==> src/rtl/wave_capture.sv <==
// wave_capture: writer side of the two-bank waveform display buffer.
//
// ADC samples are decimated (keep 1 of every decim+1 valid samples), watched
// for a level/slope trigger (with a forced trigger after AUTO_TIMEOUT accepted
// samples in auto mode), and SAMPLES consecutive points are written into the
// back bank of the wave RAM. The displayed bank flips only on a frame start,
// so the LCD reader never sees a half-written trace.
//
// Ports:
//   clk            system clock
//   rst            synchronous reset, active low
//   adc_data[7:0]  unsigned ADC sample, qualified by adc_valid
//   run            capture enable; 0 stops/aborts the current capture
//   trig_mode[1:0] 00 auto, 01 normal, 10 single, 11 normal
//   trig_slope     0 rising, 1 falling
//   trig_level     trigger threshold
//   decim          decimation ratio minus one
//   frame_sync     LCD vsync level (asynchronous); falling edge = frame start
//   wave_ram_we    one-cycle write strobe
//   wave_ram_add   {bank, point index}
//   wave_ram_data  sample written
//   show_bank      bank the reader displays
//   capt_busy      high while waiting for a trigger or capturing
//   trig_seen      the current trace has triggered
//   trig_auto      the current trace was force-triggered
module wave_capture #(
  parameter int SAMPLES      = 480,
  parameter int AUTO_TIMEOUT = 1024
) (
  input  logic       clk,
  input  logic       rst,
  input  logic [7:0] adc_data,
  input  logic       adc_valid,
  input  logic       run,
  input  logic [1:0] trig_mode,
  input  logic       trig_slope,
  input  logic [7:0] trig_level,
  input  logic [7:0] decim,
  input  logic       frame_sync,
  output logic       wave_ram_we,
  output logic [9:0] wave_ram_add,
  output logic [7:0] wave_ram_data,
  output logic       show_bank,
  output logic       capt_busy,
  output logic       trig_seen,
  output logic       trig_auto
);

  localparam int           AW        = $clog2(AUTO_TIMEOUT + 1);
  localparam logic [8:0]   LAST_IDX  = 9'(SAMPLES - 1);
  localparam logic [AW-1:0] AUTO_MAX  = AW'(AUTO_TIMEOUT);
  localparam logic [AW-1:0] AUTO_LAST = AW'(AUTO_TIMEOUT - 1);

  typedef enum logic [2:0] {
    IDLE      = 3'd0,
    WAIT_TRIG = 3'd1,
    CAPTURE   = 3'd2,
    PEND_SWAP = 3'd3,
    HOLD      = 3'd4
  } state_t;

  state_t        state;
  logic          fs_p0, fs_p1, fs_p2;
  logic [7:0]    dec_cnt;
  logic [7:0]    dec_lim;
  logic [AW-1:0] auto_cnt;
  logic [7:0]    prev_smp;
  logic          prev_vld;
  logic [8:0]    idx;

  // Saturating increment of the auto-trigger sample counter.
  function automatic logic [AW-1:0] sat_inc(input logic [AW-1:0] v);
    return (v >= AUTO_MAX) ? AUTO_MAX : v + AW'(1);
  endfunction

  // Next decimation count: wraps to 0 once the latched limit is reached.
  function automatic logic [7:0] dec_next(input logic [7:0] cnt, input logic [7:0] lim);
    return (cnt >= lim) ? 8'd0 : cnt + 8'd1;
  endfunction

  // ---- stage p0: sample acceptance and trigger decision (combinational) ----
  logic       acc_p0;
  logic       dec_wrap_p0;
  logic       mode_auto, mode_single;
  logic       cross_rise, cross_fall;
  logic       trig_hit_p0, auto_hit_p0;
  logic       fs_fall;
  logic [8:0] idx_nxt;

  assign acc_p0      = adc_valid && (dec_cnt == 8'd0);
  assign dec_wrap_p0 = adc_valid && (dec_cnt >= dec_lim);
  assign mode_auto   = (trig_mode == 2'b00);
  assign mode_single = (trig_mode == 2'b10);
  assign cross_rise  = (prev_smp < trig_level) && (adc_data >= trig_level);
  assign cross_fall  = (prev_smp > trig_level) && (adc_data <= trig_level);
  assign trig_hit_p0 = prev_vld && (trig_slope ? cross_fall : cross_rise);
  // auto_cnt holds the number of earlier untriggered samples, so this is the
  // AUTO_TIMEOUT-th one when the count has reached AUTO_TIMEOUT-1.
  assign auto_hit_p0 = mode_auto && (auto_cnt >= AUTO_LAST);
  // fs_p2 lags fs_p1 by one clock: 1 then 0 marks the synchronized fall.
  assign fs_fall     = fs_p2 && !fs_p1;
  assign idx_nxt     = idx + 9'd1;

  // ---- stage p1: registered RAM write, FSM and bookkeeping ----
  always_ff @(posedge clk) begin
    if (!rst) begin
      state         <= IDLE;
      fs_p0         <= 1'b0;
      fs_p1         <= 1'b0;
      fs_p2         <= 1'b0;
      dec_cnt       <= 8'd0;
      dec_lim       <= 8'd0;
      auto_cnt      <= '0;
      prev_smp      <= 8'd0;
      prev_vld      <= 1'b0;
      idx           <= 9'd0;
      wave_ram_we   <= 1'b0;
      wave_ram_add  <= 10'd0;
      wave_ram_data <= 8'd0;
      show_bank     <= 1'b0;
      capt_busy     <= 1'b0;
      trig_seen     <= 1'b0;
      trig_auto     <= 1'b0;
    end else begin
      fs_p0       <= frame_sync;
      fs_p1       <= fs_p0;
      fs_p2       <= fs_p1;
      wave_ram_we <= 1'b0;

      // The limit is re-latched only at a wrap, so a new decim value
      // never cuts the current decimation period short.
      if (adc_valid) begin
        dec_cnt <= dec_next(dec_cnt, dec_lim);
        if (dec_wrap_p0) dec_lim <= decim;
      end

      case (state)
        IDLE: begin
          if (run) begin
            state     <= WAIT_TRIG;
            capt_busy <= 1'b1;
            dec_cnt   <= 8'd0;
            dec_lim   <= decim;
            auto_cnt  <= '0;
            prev_vld  <= 1'b0;
            idx       <= 9'd0;
            trig_seen <= 1'b0;
            trig_auto <= 1'b0;
          end
        end

        WAIT_TRIG: begin
          if (!run) begin
            state     <= IDLE;
            capt_busy <= 1'b0;
          end else if (acc_p0) begin
            prev_smp <= adc_data;
            prev_vld <= 1'b1;
            if (trig_hit_p0 || auto_hit_p0) begin
              state         <= CAPTURE;
              idx           <= 9'd0;
              wave_ram_we   <= 1'b1;
              wave_ram_add  <= {~show_bank, 9'd0};
              wave_ram_data <= adc_data;
              trig_seen     <= 1'b1;
              trig_auto     <= !trig_hit_p0;
              auto_cnt      <= '0;
            end else begin
              auto_cnt <= sat_inc(auto_cnt);
            end
          end
        end

        CAPTURE: begin
          if (!run) begin
            state     <= IDLE;
            capt_busy <= 1'b0;
          end else if (acc_p0) begin
            idx           <= idx_nxt;
            wave_ram_we   <= 1'b1;
            wave_ram_add  <= {~show_bank, idx_nxt};
            wave_ram_data <= adc_data;
            if (idx_nxt == LAST_IDX) begin
              state     <= PEND_SWAP;
              capt_busy <= 1'b0;
            end
          end
        end

        // The final write is issued on entry, so it always lands before
        // any swap taken here.
        PEND_SWAP: begin
          if (fs_fall) begin
            show_bank <= ~show_bank;
            if (mode_single) begin
              state <= HOLD;
            end else if (run) begin
              state     <= WAIT_TRIG;
              capt_busy <= 1'b1;
              dec_cnt   <= 8'd0;
              dec_lim   <= decim;
              auto_cnt  <= '0;
              prev_vld  <= 1'b0;
              idx       <= 9'd0;
              trig_seen <= 1'b0;
              trig_auto <= 1'b0;
            end else begin
              state <= IDLE;
            end
          end
        end

        HOLD: begin
          if (!run) state <= IDLE;
        end

        default: begin
          state     <= IDLE;
          capt_busy <= 1'b0;
        end
      endcase
    end
  end

endmodule

==> config.mk <==
export PLATFORM = sky130hd
export DESIGN_NAME = wave_capture
export DESIGN_NICKNAME = d
export VERILOG_FILES = /design/src/rtl/wave_capture.sv
export SDC_FILE = /design/constraint.sdc
export NUM_CORES = 1
export LEC_CHECK = 0
export BUFFER_PORTS_ARGS = -buffer_cell sky130_fd_sc_hd__buf_4
export CAP_MARGIN = 20
export CORE_ASPECT_RATIO = 0.5
export CORE_UTILIZATION = 32
export DETAILED_ROUTE_END_ITERATION = 12
export GPL_TIMING_DRIVEN = 0
export PLACE_DENSITY = 0.51
export RECOVER_POWER = 100
export SLEW_MARGIN = 0
export SYNTH_ARGS = -nofsm -noshare
export SYNTH_HDL_FRONTEND = slang
export SYNTH_SLANG_ARGS = --single-unit
==> constraint.sdc <==
create_clock -name clk -period 4.8 [get_ports clk]
set_input_delay 0.48 -clock clk [delete_from_list [all_inputs] [get_ports clk]]
set_output_delay 0.48 -clock clk [all_outputs]
set_load 0.01 [all_outputs]
**Word level (Yosys, flattened, before mapping)**

Cells that the tools add are included.

- Bits in registers: 74
- Output and inout port bits: 23
- Word-level logic and storage cells: 161

- Add/subtract/negate cells: 3
- $lt $le $gt $ge: 7
- Equality and inequality tests: 20
- Muxes and demuxes: 88
- Bitwise logic cells: 2
- Reduce and logical (&&, ||, !) cells: 24

Operator list:

| cell | number |
|---|---|
| $mux 8 | 15 |
| $mux 11 | 7 |
| $mux 9 | 8 |
| $mux 10 | 5 |
| $pmux 8 s2 | 3 |
| $pmux 9 s4 | 1 |
| $pmux 11 s3 | 1 |
| $mux 1 | 31 |
| $mux 3 | 10 |
| $ne 2x2->1 const B | 10 |
| $pmux 10 s2 | 1 |
| $reduce_and 6->1 | 3 |
| $ge 8x8->1 | 2 |
| $pmux 3 s5 | 1 |
| $ne 3x3->1 const B | 4 |
| $add 11x1->11 const B | 1 |
| $ge 11x10->1 const B | 1 |
| $ge 11x11->1 const B | 1 |
| $add 9x1->9 const B | 1 |
| $eq 9x9->1 const B | 1 |
| $pmux 1 s3 | 3 |
| $add 8x1->8 const B | 1 |
| $gt 8x8->1 | 1 |
| $le 8x8->1 | 1 |
| other kinds (22) | 31 |

**Longest topological paths before layout**

Gate-level depths: netlist (run 1).

- Word-level depth: 9
- Mapped depth: 12
- Depth with buffers taken out: 10

**Worst setup path after synthesis (run 1)**

OpenSTA, ideal clock, no wires.

- Path kind: input -> register
- From: input port trig_level[1]
- To: register idx[8]
- Setup time: 0.070 ns
- Arrival: 2.754 ns
- Data required time: 4.730 ns
- Path slack: 1.975 ns
- Cell stages on the path: 11
- Path through: inv_1 ha_1 nor2b_1 o211ai_1 a21oi_1 a211o_1 nor4b_4 nor4_1 clkbuf_1 or4_1 a21oi_1

- Cells in the longest elaborated chain, start to end: 7
- Elaborated cells on any way between the ends: 11
- Classes of those cells: 4 x order compare; 1 x eq/ne; 1 x mux; 5 x reduce/logical

RTL lines:

| element | line | RTL |
|---|---|---|
| start: declaration | 37 | `input logic [7:0] trig_level,` |
| $lt 8x8->1, or another cell as far along | 94 | `assign cross_rise = (prev_smp < trig_level) && (adc_data >= trig_level);` |
| $logic_and 1x1->1, on equally long branches | 94, 95 |  |
| $mux 1 * | 96 | `assign trig_hit_p0 = prev_vld && (trig_slope ? cross_fall : cross_rise);` |
| $logic_and 1x1->1 * | 96 |  |
| $logic_or 1x1->1 * | 159 | `if (trig_hit_p0 \|\| auto_hit_p0) begin` |
| $ne 2x2->1 (no source line) * | n/a |  |
| $reduce_and 8->1 (no source line) * | n/a |  |
| end signal: assignment | 179 | `idx <= idx_nxt;` |
| end: declaration | 69 | `logic [8:0] idx;` |

Every way passes the cells marked *; elsewhere a longest branch is shown, timed or not.
A chain may end at the register's enable or synchronous reset.

**Worst setup path in the final report (run 1)**

- From: register dec_cnt[0]
- To: register auto_cnt[3]

- Cells in the longest elaborated chain, start to end: 4

RTL lines:

| element | line | RTL |
|---|---|---|
| start: declaration | 64 | `logic [7:0] dec_cnt;` |
| start signal: assignment | 133 | `dec_cnt <= dec_next(dec_cnt, dec_lim);` |
| $logic_not 8->1 | 90 | `assign acc_p0 = adc_valid && (dec_cnt == 8'd0);` |
| $logic_and 1x1->1 | 90 |  |
| $ne 2x2->1 (no source line) | n/a |  |
| $reduce_and 5->1 (no source line) | n/a |  |
| end signal: assignment | 169 | `auto_cnt <= sat_inc(auto_cnt);` |
| end: declaration | 66 | `logic [AW-1:0] auto_cnt;` |

Every way passes these cells.

==> metrics, run 1 <==
status=finished, final reports clean; IO buf count=53; routed length per placed instance=~15 µm; Max-Cap Viols=0; Worst Skew=around 0.011 ns; # resized after CTS=0; Iter 0 DRT Violations=180; Seq/Total Area, Yosys=0.367; final cycle utilization of the critical path=0.724; Synth Area in Simple Gates=0.247; Async S/R FF share, synth=0; hold_buf cts=0; Min Hold Slack=0.359 ns; Rel. slew slack=0.249; number of synthesized flops with an enable pin=0; clock tree sinks=74; Starting Density=0.335; Core Area=12,100 µm²; pwr dens=about 370 nW/µm²; met1 WL=5.68 mm; clk buf depth=2; Setup crit start kind=flip-flop; Pleak=0.00195 µW; worst-margin pin slew=about 1.1 ns; met3 WL=about 460 µm; GPL Wtd Cong=about 0.87; synthesized cell area=a little over 4000 µm²; syn_nets=543; Slew Limit Fails=0; worst skew pair latency=0.33 ns; cells after synthesis=roughly 480; Tot GR Track Use=0.166; Finished Cell Area=a little under 5000 µm²; DR top layer=met4; row cnt=28; Hold Path Class=in -> reg; Routed WL=approximately 10 mm; Post-route DRC=0; detailed-router iteration count before antenna repair=4; Tmin final=between 3 and 4 ns; TritonCTS clock tree=yes; DP Wirelength=slightly below 8 mm; Post-DP Area=4640 µm²; complex-gate fraction of the synthesized area=0.170; CTS H-tree depth=3; vias in the first global route=around 3,200; first-pass GRT wire length=~17 mm; final setup violation count=0; layout overhead on the synthesized area=20.4%; synth unique cells=between 50 and 60; maximum fanout along the worst path=8; WP data arrival=around 3.8 ns; Mean Syn Cell Area=8.39 µm²; final net count=about 610; postcts setup bufs=0; setup repair after global routing missed its margin=false; global route total overflow=0; final hold viol count=0; Post-Route Setup TNS=0 ns; met2 wire length=roughly 4.2 mm; IO Pins=between 50 and 60; CTS Root Cell=clkbuf_16; initial antenna violation count=0; Setup CP Type=reg -> reg; Fmax=288 MHz; ys flop type=dfxtp_1; VDD IR-drop max=approximately 0.17 mV; final antenna diode count=0; Synth Area in XOR/XNOR=0.0304; Crit. End Element=flip-flop; die height=around 81 µm; flops & latches, synth=between 70 and 80; vias per cell=just under 5; fraction of layout cells with a size suffix above 1=0.105; Synth Area in Adders=0.0930; Final Non-Filler Cells=715; Power, Total=~1800 µW; Num CTS Buffers=9; die area=between 10,000 and 15,000 µm²; via count=between 3,000 and 4,000; placed cells=699; Syn. warnings=0; Die X=~160 µm; post-synthesis mux area share=0.0446; largest net degree at the start of global routing=13; critical path required time=~5.1 ns; Routed Antenna Nets=0; largest family of logic cells by synthesized area=simple AND/OR/NAND/NOR gates; clock slew at reported path FFs=0.06 ns
==> cell usage after synthesis (2+ instances only) <==
cell	n	area [µm²]
and2_1	9	56.3
o22ai_1	4	25.0
a31oi_1	3	18.8
nor3_1	11	55.1
nand3_1	18	90.1
xnor2_1	4	35.0
or2_2	6	37.5
mux2i_1	18	180
nor4b_2	2	30.0
o211a_1	2	20.0
a21o_1	6	45.0
nor2_1	46	173
or3_1	5	31.3
xor2_1	10	87.6
and4_1	2	17.5
a21oi_1	42	210
o2111ai_1	2	17.5
clkbuf_1	17	63.8
buf_2	3	15.0
and3_1	4	25.0
o21ai_0	17	85.1
nand4_1	8	50.1
inv_1	26	97.6
dfxtp_1	74	1480
or4_1	8	60.1
o211ai_1	6	45.0
nand2_1	43	161
ha_1	30	375
a22oi_1	2	15.0
nor4_1	4	25.0
nand2b_1	7	43.8
o21a_1	2	15.0
nor2b_1	10	62.6
a211oi_1	2	15.0
o2bb2ai_1	7	61.3
==> logic make-up (layout without fill, tap and decap cells) <==
kind of cell,count (synthesis),count (layout)
and+or+nand+nor,190,190
AOI/OAI and AO/OA,107,107
DFF,74,74
buffers and inverters,48,117
adders and majority gates,30,30
muxes,18,18
xor gates and xnor gates,14,14
==> flip-flops by register name, summed over array words and instances (netlist names), 3 cells and up <==
| name | cells |
|---|---|
| prev_smp | 8 |
| idx | 9 |
| auto_cnt | 11 |
| state | 3 |
| dec_lim | 8 |
| dec_cnt | 8 |
| wave_ram_add | 10 |
| wave_ram_data | 8 |
==> where the power goes <==
group | switching (µW) | leakage, µW | internal (µW)
clock network | 262 | 0.000163 | 484
registers | 21.7 | 0.000599 | 649
logic | 231 | 0.00119 | 162
total | 515 | 0.00195 | 1300
==> metrics by stage <==
step / utilization / setup WS, ns
after global routing: 0.403 / 1.03
after global placement: 0.385 / 1.39
final: 0.403 / 1.32
after detailed placement: 0.385 / 1.46
after floorplan: - / 1.98
after CTS: 0.413 / 1.77
==> critical path: stages (launching register included) <==
cell	delay, ns
dfxtp_1	0.35
inv_1	0.10
ha_1	0.16
nor4b_1	0.57
nand2_1	0.33
o22ai_1	0.28
nand2_1	0.21
or4_1	0.43
or4_1	0.42
clkbuf_1	0.22
o211ai_1	0.21
o21a_1	0.14
==> cells in the final DEF, fill, tap and decap left out, drive strengths merged, types with 17 or more instances in the layout <==
master and n:
dfxtp 74, clkbuf 55, nor2 46, nand2 44, a21oi 43, buf 32
ha 30, inv 26, nand3 18, mux2i 18, o21ai 17
==> routing by layer <==
metal / global-route usage / vias up
li1: - / 1838
met3: 0.0389 / 7
met5: 0 / -
met2: 0.249 / 86
met4: 0.0340 / 0
met1: 0.240 / 1617
==> final cells by class <==
cell class | count | area [µm²]
Buffer | 22 | 95.1
Clock buffer | 12 | 256
Fill cell | 1251 | 7190
Sequential cell | 74 | 1480
Inverter | 26 | 97.6
Tap cell | 165 | 206
Clock inverter | 4 | 73.8
Multi-Input combinational cell | 359 | 2340
Timing Repair Buffer | 53 | 308
==> final timing paths <==
| kind | start | endpoint | slack (ns) | cells after the start |
|---|---|---|---|---|
| worst max register to register | dec_cnt[0] | auto_cnt[3] | 1.32 | 11 |
| worst max-delay path | dec_cnt[0] | auto_cnt[3] | 1.32 | 11 |
| worst min register to register | fs_p0 | fs_p1 | 0.44 | 1 |
| worst min-delay path | frame_sync | fs_p0 | 0.36 | 2 |
(Power assumes the default switching activity.)
==> inputs of run 2 (changes only) <==
==> constraint.sdc (replaced) <==
create_clock -name clk -period 3.3 [get_ports clk]
set_input_delay 0.33 -clock clk [delete_from_list [all_inputs] [get_ports clk]]
set_output_delay 0.33 -clock clk [all_outputs]
set_load 0.01 [all_outputs]
==> run 2 against run 1 <==
Compared with the run above:
- via count decreased by 0.20%
- clock skew about the same
- count of clock-buffer cells in the layout unchanged
- first-iteration DRC count decreased by 8.9%
- largest power group unchanged
==> metrics, run 2 (same netlist as run 1, synthesis figures left out) <==
R2R Path End=idx[2]; switch share=0.285; Top Family by Delay on Critical Path=simple AND/OR/NAND/NOR gates; number of cells on the worst reg-to-reg path=11; R2R Path Start=prev_smp[1]; Int Power=~1900 µW; number of fillers in the final layout=between 1,000 and 1,500; largest net degree at the start of global routing=13; Hold Path Class=in -> reg; initial antenna violation count=0; postcts setup bufs=0; Core Area=~12,000 µm²; Fmax=approximately 320 MHz; Largest register FFs=11; WP buf/inv=2; Setup crit start kind=flip-flop; Rel. slew slack=0.460; Routed Antenna Nets=0; WP data arrival=3.34 ns; row cnt=28; Pleak=0.00196 µW; Final Non-Filler Cells=between 700 and 800; Critical Path Stages=11; worst-margin pin slew=0.803 ns; fraction of layout cells with a size suffix above 1=0.116; # resized after CTS=0; Clk pwr share=0.410; Worst Skew=0.0109 ns; GPL Wtd Cong=roughly 0.87; final antenna diode count=0; placed cells=around 700; TritonCTS clock tree=yes; maximum fanout along the worst path=10; hold_sp=frame_sync; final hold viol count=0; IO Pins=55; VDD IR-drop max=0.245 mV; Largest Register=auto_cnt; Sequential Power Share=0.369; via count=around 3,500; status=finished, final reports clean; Num CTS Buffers=9; final setup violation count=0; Min Hold Slack=around 0.21 ns; IO buf count=53; detailed-router iteration count before antenna repair=4; biggest regs=auto_cnt (11), wave_ram_add (10), idx (9); Max stage delay cell, worst path=nor4_1; Max-Cap Viols=0; DP Wirelength=7.71 mm; worst skew pair latency=roughly 0.33 ns; CTS H-tree depth=3; vias in the first global route=3,216; final net count=607; first-pass GRT wire length=~17 mm; die height=81.4 µm; Slew Limit Fails=0; global route total overflow=0; CP Cell Sequence=ha_1 > nor2b_1 > o211ai_1 > a21oi_1 > a211o_1 > and3_1 > clkbuf_1 > nor4_1 > clkbuf_1 > nor3_1 > nor3_1; R2R Setup Slk=0.21 ns; CTS Root Cell=clkbuf_16; Iter 0 DRT Violations=around 160; sw power=around 750 µW; die area=roughly 13,000 µm²; Tot GR Track Use=0.166; CP peak stage delay=approximately 0.66 ns; area of the multi-input gates=around 2400 µm²; hold endpoint=fs_p0; Tmin final=a little over 3 ns; layout overhead on the synthesized area=20.9%; routed length per placed instance=roughly 15 µm; hold_buf cts=0; critical path required time=between 3 and 4 ns; Setup CP Type=reg -> reg; register area=between 1000 and 1500 µm²; vias per cell=a little under 5; pwr dens=approximately 540 nW/µm²; Starting Density=0.335; Die X=between 150 and 200 µm; most common cell after layout, fill and taps aside=dfxtp_1; clock tree sinks=74; Crit. End Element=flip-flop; logic gate share of total power=0.221; clk buf depth=2; Post-Route Setup TNS=0 ns; Layout Utilization=0.405; final cycle utilization of the critical path=0.938; setup repair after global routing missed its margin=false; hold depth=2; clock slew at reported path FFs=approximately 0.060 ns; Routed WL=roughly 10 mm; commonest cells after routing, fill and taps aside=74 x dfxtp_1, 46 x nor2_1, 43 x nand2_1; Post-route DRC=0
[run 2: changes by cell type in the layout (fill, tap and decap cells not counted)]
cell / previous run / this run
buf_2: 1 / 2
o22ai_2: 0 / 1
nor4b_1: 1 / 0
nor4b_2: 1 / 2
nand2_1: 44 / 43
clkbuf_1: 44 / 42
a21oi_1: 43 / 42
a21oi_2: 0 / 1
o22ai_1: 5 / 4
clkbuf_2: 0 / 1
nand2_2: 0 / 1
[run 2: worst max path at each step]
| stage | from | to | slack, ns |
|---|---|---|---|
| finish | prev_smp[1] | idx[2] | 0.21 |
| global route | prev_smp[1] | idx[6] | 0.04 |
| CTS | prev_smp[1] | idx[2] | 0.27 |
| detailed placement | trig_level[1] | idx[2] | 0.11 |
| global placement | trig_level[1] | idx[2] | 0.04 |
| floorplan | trig_level[1] | idx[8] | 0.63 |
[run 2: final cells by class]
class	count	share of cell area
multi-input combinational	359	0.484
tap	165	0.0423
clock buffer	12	0.0525
clock inverter	4	0.0151
timing repair buffer	53	0.0630
inverter	26	0.0200
buffer	22	0.0200
sequential	74	0.303
[run 2: per-layer routing]
layer / up-vias / part of all wire / global-route usage
met3: 6 / 0.038 / 0.0389
met2: 77 / 0.40 / 0.249
met1: 1624 / 0.55 / 0.240
li1: 1834 / - / -
met4: 0 / 0.0066 / 0.0340
met5: - / 0 / 0
[run 2: power by group through the flow]
stage | Sequential [µW] | Clock (µW) | Combinational, µW
after floorplan | 989 | 0 | 419
after global placement | 994 | 0 | 583
after detailed placement | 995 | 0 | 582
after CTS | 975 | 1110 | 587
after global routing | 981 | 1150 | 649
final | 975 | 1080 | 584
[run 2: through the flow]
stage | setup slack, ns | total power, µW | cell area (µm²)
2_1_floorplan | 0.625 | 1410 | 4040
3_3_place_gp | 0.0382 | 1580 | 4640
3_5_place_dp | 0.111 | 1580 | 4640
4_1_cts | 0.272 | 2670 | 4970
5_1_grt | 0.0397 | 2780 | 4880
6_report | 0.206 | 2640 | 4880
[run 2: worst reg2reg max path, stage by stage, from the launching register on]
cell and delay (ns):
dfxtp_1 0.31, ha_1 0.29, nor2b_1 0.13, o211ai_1 0.15, a21oi_1 0.08, a211o_1 0.32
and3_1 0.16, clkbuf_1 0.21, nor4_1 0.66, clkbuf_1 0.38, nor3_1 0.11, nor3_1 0.21
==> inputs of run 3 (changes only) <==
--- a/config.mk
+++ b/config.mk
@@ -8,10 +8,10 @@
 export BUFFER_PORTS_ARGS = -buffer_cell sky130_fd_sc_hd__buf_4
 export CAP_MARGIN = 20
 export CORE_ASPECT_RATIO = 0.5
-export CORE_UTILIZATION = 32
+export CORE_UTILIZATION = 58
 export DETAILED_ROUTE_END_ITERATION = 12
 export GPL_TIMING_DRIVEN = 0
-export PLACE_DENSITY = 0.51
+export PLACE_DENSITY = 0.82
 export RECOVER_POWER = 100
 export SLEW_MARGIN = 0
 export SYNTH_ARGS = -nofsm -noshare
==> run 3 against run 2 <==
Compared with the run above:
- clock power is essentially flat
- largest cell class unchanged
- cell count is 10% lower
- first-iteration DRC count increased by 62%
- routed wire length down 6.5%
- hold slack worse by 0.013 ns
- largest power group unchanged
==> metrics, run 3 (same netlist as run 1, synthesis figures left out) <==
status=finished, final reports clean; Setup CP Type=reg -> reg; worst skew pair latency=around 0.34 ns; IO buf count=53; DR top layer=met4; clock slew at reported path FFs=about 0.050 ns; row cnt=21; clk buf depth=2; VDD IR-drop max=roughly 0.32 mV; DP Wirelength=~7.1 mm; IO Pins=55; die height=between 60 and 70 µm; hold_buf cts=0; final cycle utilization of the critical path=0.930; Rel. slew slack=0.255; Core Area=around 6700 µm²; Num CTS Buffers=9; R2R Path Start=dec_cnt[0]; global route total overflow=0; GPL Wtd Cong=a little under 0.9; hold_sp=frame_sync; most common cell after layout, fill and taps aside=dfxtp_1; area of the multi-input gates=~2400 µm²; clock tree sinks=between 70 and 80; Post-Route Setup TNS=0 ns; Fmax=~330 MHz; first-pass GRT wire length=approximately 16 mm; Iter 0 DRT Violations=roughly 270; # resized after CTS=0; pre-CTS WS=0.160 ns; fraction of layout cells with a size suffix above 1=0.113; Largest Register=auto_cnt; postcts setup bufs=0; setup repair after global routing missed its margin=false; number of fillers in the final layout=between 500 and 600; Hold Path Class=in -> reg; Routed Antenna Nets=0; final setup violation count=0; met1 WL=roughly 4.6 mm; met2 wire length=about 4.3 mm; layout overhead on the synthesized area=18.3%; Die X=between 100 and 150 µm; die area=7320 µm²; Crit. End Element=flip-flop; Slew Limit Fails=0; Max-Cap Viols=0; Tot GR Track Use=0.281; pwr dens=546 nW/µm²; Min Hold Slack=0.197 ns; WP data arrival=approximately 3.4 ns; maximum fanout along the worst path=8; biggest regs=auto_cnt (11), wave_ram_add (10), idx (9); Post-route DRC=0; TritonCTS clock tree=yes; vias per cell=just under 6; Starting Density=0.603; Largest register FFs=11; Tmin final=slightly above 3 ns; final net count=607; Crit. Startpoint=dec_cnt[0]; CTS Root Cell=clkbuf_16; Final WS setup=approximately 0.23 ns; Pleak=roughly 0.0020 µW; final hold viol count=0; largest net degree at the start of global routing=13; critical path required time=between 3 and 4 ns; routed length per placed instance=roughly 15 µm; initial antenna violation count=0; worst-margin pin slew=1.12 ns; via count=roughly 3,700; Routed WL=9.77 mm; final antenna diode count=0; detailed-router iteration count before antenna repair=5; commonest cells after routing, fill and taps aside=74 x dfxtp_1, 46 x nor2_1, 44 x nand2_1; Worst Skew=around 0.0080 ns; CTS H-tree depth=3; Setup crit start kind=flip-flop; met3 WL=646 µm; vias in the first global route=3,270; register area=about 1500 µm²
run 3: layer usage:
metal	vias up	GRT usage
met5	-	0
met2	143	0.458
met4	0	0.104
met3	21	0.0799
li1	1833	-
met1	1743	0.363
run 3: path summary, 6_finish.rpt:
check / slack [ns] / end / depth (start not counted)
worst max-delay path: 0.23 / auto_cnt[6] / 11
worst min-delay path: 0.20 / fs_p0 / 2
worst max register to register: 0.23 / auto_cnt[6] / 11
worst min register to register: 0.43 / fs_p1 / 1
run 3: cell type report:
cell class,count,area share
Timing Repair Buffer,53,0.0645
Clock inverter,5,0.0162
Tap cell,92,0.0241
Inverter,26,0.0204
Multi-Input combinational cell,359,0.493
Buffer,22,0.0204
Clock buffer,11,0.0508
Sequential cell,74,0.310
run 3: where the power goes:
| part | leakage, µW | switching (µW) | internal [µW] |
|---|---|---|---|
| logic | 0.00120 | 338 | 240 |
| registers | 0.000599 | 32.3 | 944 |
| clock network | 0.000156 | 373 | 679 |
run 3: metrics by stage:
stage | cells | power [µW] | util | instance area, µm²
detailed placement | 626 | 1570 | 0.679 | 4550
floorplan | 481 | 1410 | - | 4040
finish | 642 | 2610 | 0.713 | 4770
CTS | 642 | 2610 | 0.727 | 4870
global placement | 626 | 1550 | 0.679 | 4550
global route | 642 | 2720 | 0.713 | 4770
run 3: critical path, stage by stage (launching register included):
cell and delay, ns:
dfxtp_1 0.35, inv_1 0.11, ha_1 0.15, nor4b_2 0.35, nand2_1 0.25, o22ai_2 0.21
nand2_1 0.22, or4_1 0.46, or4_1 0.41, buf_2 0.19, o211ai_1 0.17, o21a_1 0.14
